**config.mk**
```make
export PLATFORM = sky130hd
export DESIGN_NAME = alu_frame_ctrl
export DESIGN_NICKNAME = d
export VERILOG_FILES = /design/src/rtl/alu_frame_pkg.sv /design/src/rtl/alu_core.sv /design/src/rtl/alu_frame_ctrl.sv
export SDC_FILE = /design/constraint.sdc
export NUM_CORES = 1
export LEC_CHECK = 0
export ABC_AREA = 1
export BUFFER_PORTS_ARGS = -buffer_cell sky130_fd_sc_hd__buf_2
export CAP_MARGIN = 20
export CORE_MARGIN = 8
export CORE_UTILIZATION = 35
export DETAILED_ROUTE_END_ITERATION = 12
export PLACE_DENSITY_LB_ADDON = 0.12
export SYNTH_ARGS = -nofsm -noshare
export SYNTH_HDL_FRONTEND = slang
export SYNTH_SLANG_ARGS = --single-unit
```
**constraint.sdc**
```tcl
create_clock -name i_clock -period 3.6 [get_ports i_clock]
set_clock_uncertainty 0.2 [all_clocks]
set_input_delay 0.18 -clock i_clock [delete_from_list [all_inputs] [get_ports i_clock]]
set_output_delay 0.18 -clock i_clock [all_outputs]
set_load 0.1 [all_outputs]
```
**src/rtl/alu_frame_pkg.sv**
```systemverilog
// rtl/alu_frame_pkg.sv - opcodes, FSM states and status bit indices for alu_frame_ctrl
package alu_frame_pkg;

    localparam int OP_W = 6;

    localparam logic [OP_W-1:0] OP_ADD = 6'h20;
    localparam logic [OP_W-1:0] OP_SUB = 6'h22;
    localparam logic [OP_W-1:0] OP_AND = 6'h24;
    localparam logic [OP_W-1:0] OP_OR  = 6'h25;
    localparam logic [OP_W-1:0] OP_XOR = 6'h26;
    localparam logic [OP_W-1:0] OP_NOR = 6'h27;
    localparam logic [OP_W-1:0] OP_SRL = 6'h02;
    localparam logic [OP_W-1:0] OP_SRA = 6'h03;

    typedef enum logic [2:0] {
        ST_IDLE,
        ST_WAIT_B,
        ST_WAIT_OP,
        ST_EXEC,
        ST_SEND,
        ST_WAIT_TX,
        ST_SEND_STAT,
        ST_WAIT_TX2
    } state_t;

    localparam int STAT_W     = 4;
    localparam int STAT_ZERO  = 0;
    localparam int STAT_CARRY = 1;
    localparam int STAT_OVF   = 2;
    localparam int STAT_MSB   = 3;

endpackage

```
**src/rtl/alu_core.sv**
```systemverilog
// rtl/alu_core.sv - combinational ALU; status flags exist only with ALU_FRAME_STATUS_EN
module alu_core
    import alu_frame_pkg::*;
#(
    parameter int NB_DATA = 8,
    parameter int NB_OP   = 6
) (
    input  logic [NB_DATA-1:0] a,
    input  logic [NB_DATA-1:0] b,
    input  logic [NB_OP-1:0]   op,
    output logic [NB_DATA-1:0] result,
    output logic               op_ok
`ifdef ALU_FRAME_STATUS_EN
    ,
    output logic [STAT_W-1:0]  flags
`endif
);

    localparam logic [NB_DATA-1:0] SHIFT_LIM = NB_DATA'(NB_DATA);

    always_comb begin
        result = '0;
        op_ok  = 1'b1;
        case (op)
            NB_OP'(OP_ADD): result = a + b;
            NB_OP'(OP_SUB): result = a - b;
            NB_OP'(OP_AND): result = a & b;
            NB_OP'(OP_OR):  result = a | b;
            NB_OP'(OP_XOR): result = a ^ b;
            NB_OP'(OP_NOR): result = ~(a | b);
            NB_OP'(OP_SRL): result = (b >= SHIFT_LIM) ? '0 : (a >> b);
            // Oversized arithmetic shifts saturate to a fill of the sign bit
            NB_OP'(OP_SRA): result = (b >= SHIFT_LIM) ? {NB_DATA{a[NB_DATA-1]}}
                                                      : $unsigned($signed(a) >>> b);
            default:        op_ok = 1'b0;
        endcase
    end

`ifdef ALU_FRAME_STATUS_EN
    always_comb begin
        flags            = '0;
        flags[STAT_ZERO] = (result == '0);
        flags[STAT_MSB]  = result[NB_DATA-1];
        if (op == NB_OP'(OP_ADD)) begin
            flags[STAT_CARRY] = (result < a);
            flags[STAT_OVF]   = (a[NB_DATA-1] == b[NB_DATA-1]) && (result[NB_DATA-1] != a[NB_DATA-1]);
        end else if (op == NB_OP'(OP_SUB)) begin
            flags[STAT_CARRY] = (a >= b);
            flags[STAT_OVF]   = (a[NB_DATA-1] != b[NB_DATA-1]) && (result[NB_DATA-1] != a[NB_DATA-1]);
        end
    end
`endif

endmodule

```
**src/rtl/alu_frame_ctrl.sv**
```systemverilog
// rtl/alu_frame_ctrl.sv - three-byte command framer and ALU stage; ALU_FRAME_STATUS_EN adds a status byte
module alu_frame_ctrl
    import alu_frame_pkg::*;
#(
    parameter int NB_DATA        = 8,
    parameter int NB_OP          = 6,
    parameter int TIMEOUT_CYCLES = 1000000
) (
    input  logic               i_clock,
    input  logic               i_reset,
    input  logic               i_valid,
    input  logic [NB_DATA-1:0] i_dato,
    input  logic               i_tx_done,
    output logic [NB_DATA-1:0] o_result,
    output logic               o_valid,
    output logic               o_busy,
    output logic               o_error,
    output logic               o_overrun
);

    localparam int NB_CNT = (TIMEOUT_CYCLES > 1) ? $clog2(TIMEOUT_CYCLES) : 1;
    localparam logic [NB_CNT-1:0] CNT_LAST = NB_CNT'(TIMEOUT_CYCLES - 1);

    state_t              state, state_n;
    logic [NB_DATA-1:0]  a_q, b_q, result_q, core_result;
    logic [NB_OP-1:0]    op_q;
    logic [NB_CNT-1:0]   cnt_q;
    logic                core_ok, error_q, overrun_q;
    logic                accept, expire, drop, in_wait;
    logic                unused_dato_hi;

    assign unused_dato_hi = ^i_dato;

`ifdef ALU_FRAME_STATUS_EN
    logic [STAT_W-1:0]   core_flags;
    logic [NB_DATA-1:0]  status_byte;
    assign status_byte = {{(NB_DATA-STAT_W){1'b0}}, core_flags};
`endif

    alu_core #(
        .NB_DATA (NB_DATA),
        .NB_OP   (NB_OP)
    ) u_alu_core (
        .a      (a_q),
        .b      (b_q),
        .op     (op_q),
        .result (core_result),
        .op_ok  (core_ok)
`ifdef ALU_FRAME_STATUS_EN
        ,
        .flags  (core_flags)
`endif
    );

    assign in_wait = (state == ST_WAIT_B) || (state == ST_WAIT_OP);

    always_comb begin
        state_n = state;
        accept  = 1'b0;
        expire  = 1'b0;
        drop    = 1'b0;
        case (state)
            ST_IDLE: begin
                if (i_valid) begin
                    accept  = 1'b1;
                    state_n = ST_WAIT_B;
                end
            end
            // A byte landing on the expiry cycle wins over the timeout
            ST_WAIT_B, ST_WAIT_OP: begin
                if (i_valid) begin
                    accept  = 1'b1;
                    state_n = (state == ST_WAIT_B) ? ST_WAIT_OP : ST_EXEC;
                end else if (cnt_q == CNT_LAST) begin
                    expire  = 1'b1;
                    state_n = ST_IDLE;
                end
            end
            ST_EXEC: begin
                drop    = i_valid;
                state_n = core_ok ? ST_SEND : ST_IDLE;
            end
            ST_SEND: begin
                drop    = i_valid;
                state_n = ST_WAIT_TX;
            end
            ST_WAIT_TX: begin
                drop = i_valid;
                if (i_tx_done) begin
`ifdef ALU_FRAME_STATUS_EN
                    state_n = ST_SEND_STAT;
`else
                    state_n = ST_IDLE;
`endif
                end
            end
`ifdef ALU_FRAME_STATUS_EN
            ST_SEND_STAT: begin
                drop    = i_valid;
                state_n = ST_WAIT_TX2;
            end
            ST_WAIT_TX2: begin
                drop = i_valid;
                if (i_tx_done) state_n = ST_IDLE;
            end
`endif
            default: state_n = ST_IDLE;
        endcase
    end

    always_ff @(posedge i_clock) begin
        if (i_reset) begin
            state     <= ST_IDLE;
            a_q       <= '0;
            b_q       <= '0;
            op_q      <= '0;
            result_q  <= '0;
            cnt_q     <= '0;
            error_q   <= 1'b0;
            overrun_q <= 1'b0;
        end else begin
            state     <= state_n;
            error_q   <= expire || ((state == ST_EXEC) && !core_ok);
            overrun_q <= drop;
            if (accept || !in_wait) cnt_q <= '0;
            else                    cnt_q <= cnt_q + 1'b1;
            if (accept) begin
                case (state)
                    ST_IDLE:    a_q  <= i_dato;
                    ST_WAIT_B:  b_q  <= i_dato;
                    ST_WAIT_OP: op_q <= i_dato[NB_OP-1:0];
                    default:    ;
                endcase
            end
            if ((state == ST_EXEC) && core_ok) result_q <= core_result;
`ifdef ALU_FRAME_STATUS_EN
            // Operands are still held, so the flags describe the frame just sent
            if ((state == ST_WAIT_TX) && i_tx_done) result_q <= status_byte;
`endif
        end
    end

    assign o_result  = result_q;
    assign o_valid   = (state == ST_SEND) || (state == ST_SEND_STAT);
    assign o_busy    = (state != ST_IDLE);
    assign o_error   = error_q;
    assign o_overrun = overrun_q;

endmodule
```
==> results.cfg <==
[route]
first_iter_violations = 217
via_per_inst = 5.039
post-route-drc-count = 0
route.met3.wl_um = 270
totalWireLength_mm = 11.44
via_count = 3905
detail-route-antenna-nets = 0
wl_per_cell_um = 14.76
m1WireLength_mm = 5.249
dr.pass1.iters = 4
maxUsedRoutingLayer = met4
wl_met2_mm = 5.541

[sta]
worstMarginPinSlew_ps = 863.5
fin_setup_tns_ps = 0
hold_ws_ps = 14.17
final-setup-viol-count = 0
fin_crit_ps = 3036
clock.fmax_ghz = 0.3293
fin_crit_sh_pct = 84.34
grt_setup_unrepaired = no
finalHoldViolCount = 0
relSlewSlack_pct = 42.37
slew_violations = 0

[synthesis]
yosysTopAreaCellShare_pct = 28.68
synth-edff-count = 0
synthFlopType = dfxtp_1
yosysSeqAreaShare_pct = 28.68
synth_cell_type_count = 38
yosysTopAreaCell = dfxtp_1
ys_async_sr_fraction_pct = 0
syn_nets = 643
synthCells = 605
synth_area_leaders = dfxtp_1 (29%), nand2_1 (14%), ha_1 (8.1%), inv_1 (7.3%), nand3_1 (7.0%)
syn-mean-instance-area_sq_um = 6.345
synth_area_sq_um = 3839
synth.most_common_cell = nand2_1
synth_commonest_cells = nand2_1 (146), inv_1 (75), nor2_1 (63)
synth-seq-cells = 55
yosysWarnings = 0

[placed_design]
place_congestion = 0.8767
dp_hpwl_mm = 8.975
dpl-instance-area_sq_um = 4096
portBuffers = 23

[worst_setup_path]
crit_required_ps = 3630
cp-start-kind = flip-flop
crit_chain = inv_1 > ha_1 > or2_2 > xor2_1 > ha_1 > a21oi_1 > or2_2 > nand3_1 > nand2_1 > nand3_1 > nand3_1 > nand2_1 > inv_1
end_kind = flip-flop
cp_slowest_stage_delay_ps = 640
cp_max_fo = 18
worstPathArrival_ps = 3060
cpMaxStageDelayCell = dfxtp_1
timing_worst_setup_path_type = reg2reg
critPathMostFrequentCell = nand3_1

[finish]
area_growth_pct = 11.18
fin_area_sq_um = 4268
final.fill_count = 1180
n_antenna_cell = 0
nets = 672
post_route_cells_drive_above_1_share_pct = 8.031

[pwr]
ir_worst_vdd_uv = 330.9
p_leak_nw = 1.882
power_density_nw_per_um2 = 441.6

[clock_network]
clkTransAtPathRegs_ps = 110
cts_made_buffers = 5
clk_latency_ps = 310
clock_path_buffers = 2
cts.sinks = 55
htreeDepth = 2
clock-root-buffer = clkbuf_8
cts_tree = built

[global_routing]
antenna_found_initial = 0
grt_pass1_wl_mm = 18.84
grt_pass1_vias = 3837
grt_usage_pct = 16.07
grt.overflow.total = 0
grt_max_degree = 32

[floorplanning]
start_util_pct = 35.57
die_x_um = 120.7
die_h_um = 120.7
dieArea_sq_um = 14570
core-area_sq_um = 10790
rows = 38
io_pins = 24

[hold_path]
min-delay-path-class = in2reg

[status]
outcome = completed

[job]
drv_cap = 0
-- cells in the final DEF, fill, tap and decap left out, types with 4 or more instances in the layout --
cell type,Yosys,routed
buf_2,2,23
or2_2,4,4
o21ai_0,53,53
nor2_1,63,63
ha_1,25,25
clkbuf_8,0,5
nand3b_1,6,6
nand4_1,11,11
nand2_1,146,146
inv_1,75,75
nand3_1,54,54
dlygate4sd3_1,0,8
nor3_1,14,14
dfxtp_1,55,55
xor2_1,8,8
a21oi_1,47,47
-- worst paths after layout --
path,endpoint,from,depth (start not counted),slack [ps]
setup / recovery,o_result[5]$_SDFFE_PP0P_,b_q[0]$_SDFFE_PP0P_,13,560
hold / removal,a_q[3]$_SDFFE_PP0P_,i_dato[3],3,10
setup reg to reg,o_result[5]$_SDFFE_PP0P_,b_q[0]$_SDFFE_PP0P_,13,560
hold reg to reg,cnt_q[0]$_SDFF_PP0_,cnt_q[0]$_SDFF_PP0_,1,260
-- worst max-delay path: cells and delay by family (launching register included) --
kind	cells	cell delay, ps
simple gates	7	940
buf+inv	2	260
fa+ha+maj	2	660
compound gates	1	110
xor+xnor	1	150
flops	1	640
-- layout make-up --
cell class / instances / area (sq um) / share of cell area [%]
Clock inverter: 3 / 22.52 / 0.5277
Timing Repair Buffer: 34 / 217.7 / 5.101
Clock buffer: 5 / 68.82 / 1.612
Multi-Input combinational cell: 459 / 2386 / 55.91
Inverter: 79 / 296.5 / 6.948
Tap cell: 140 / 175.2 / 4.104
Sequential cell: 55 / 1101 / 25.80
-- sequential cells by signal, summed over array words and instances, names as in the netlist --
register	flops
a_q	8
o_overrun	1
o_error	1
cnt_q	20
o_result	8
b_q	8
state	3
op_q	6
-- cell families after synthesis --
kind of cell    share of synthesized area [%]
xor+xnor                                2.282
compound gates                          15.12
flops                                   28.68
buf+inv                                 9.159
fa+ha+maj                               8.670
simple gates                            36.08
-- where the power goes --
group	leakage [nW]	internal (mW)	total, mW	switching [mW]
registers	0.447	0.649	0.717	0.0681
clock network	0.0489	0.142	0.365	0.223
logic	1.39	0.262	0.803	0.540
total	1.88	1.05	1.88	0.831
-- repair_timing --
| item | CTS | global route |
|---|---|---|
| hold buffers | 8 | 0 |
| hold endpoints to repair | 14 | 0 |
| setup endpoints to repair | 0 | 0 |
| resized for setup | 0 | 0 |
| buffers inserted | 0 | 0 |
-- stage by stage --
stage / util [%] / worst slack, ps / power, mW / instances
floorplan: - / 886.4 / 1.317 / 605
global placement: 37.96 / 663.2 / 1.515 / 759
detailed placement: 37.96 / 584.7 / 1.514 / 759
CTS: 39.54 / 564.5 / 1.891 / 775
global route: 39.54 / 275.1 / 2.042 / 775
finish: 39.54 / 563.7 / 1.885 / 775
-- per-layer routing --
layer | track usage (%) | up-vias
li1 | - | 2035
met1 | 19.01 | 1783
met2 | 28.66 | 62
met3 | 2.005 | 25
met4 | 6.714 | 0
met5 | 0 | -
No activity file was read; power rests on OpenSTA's default activity.
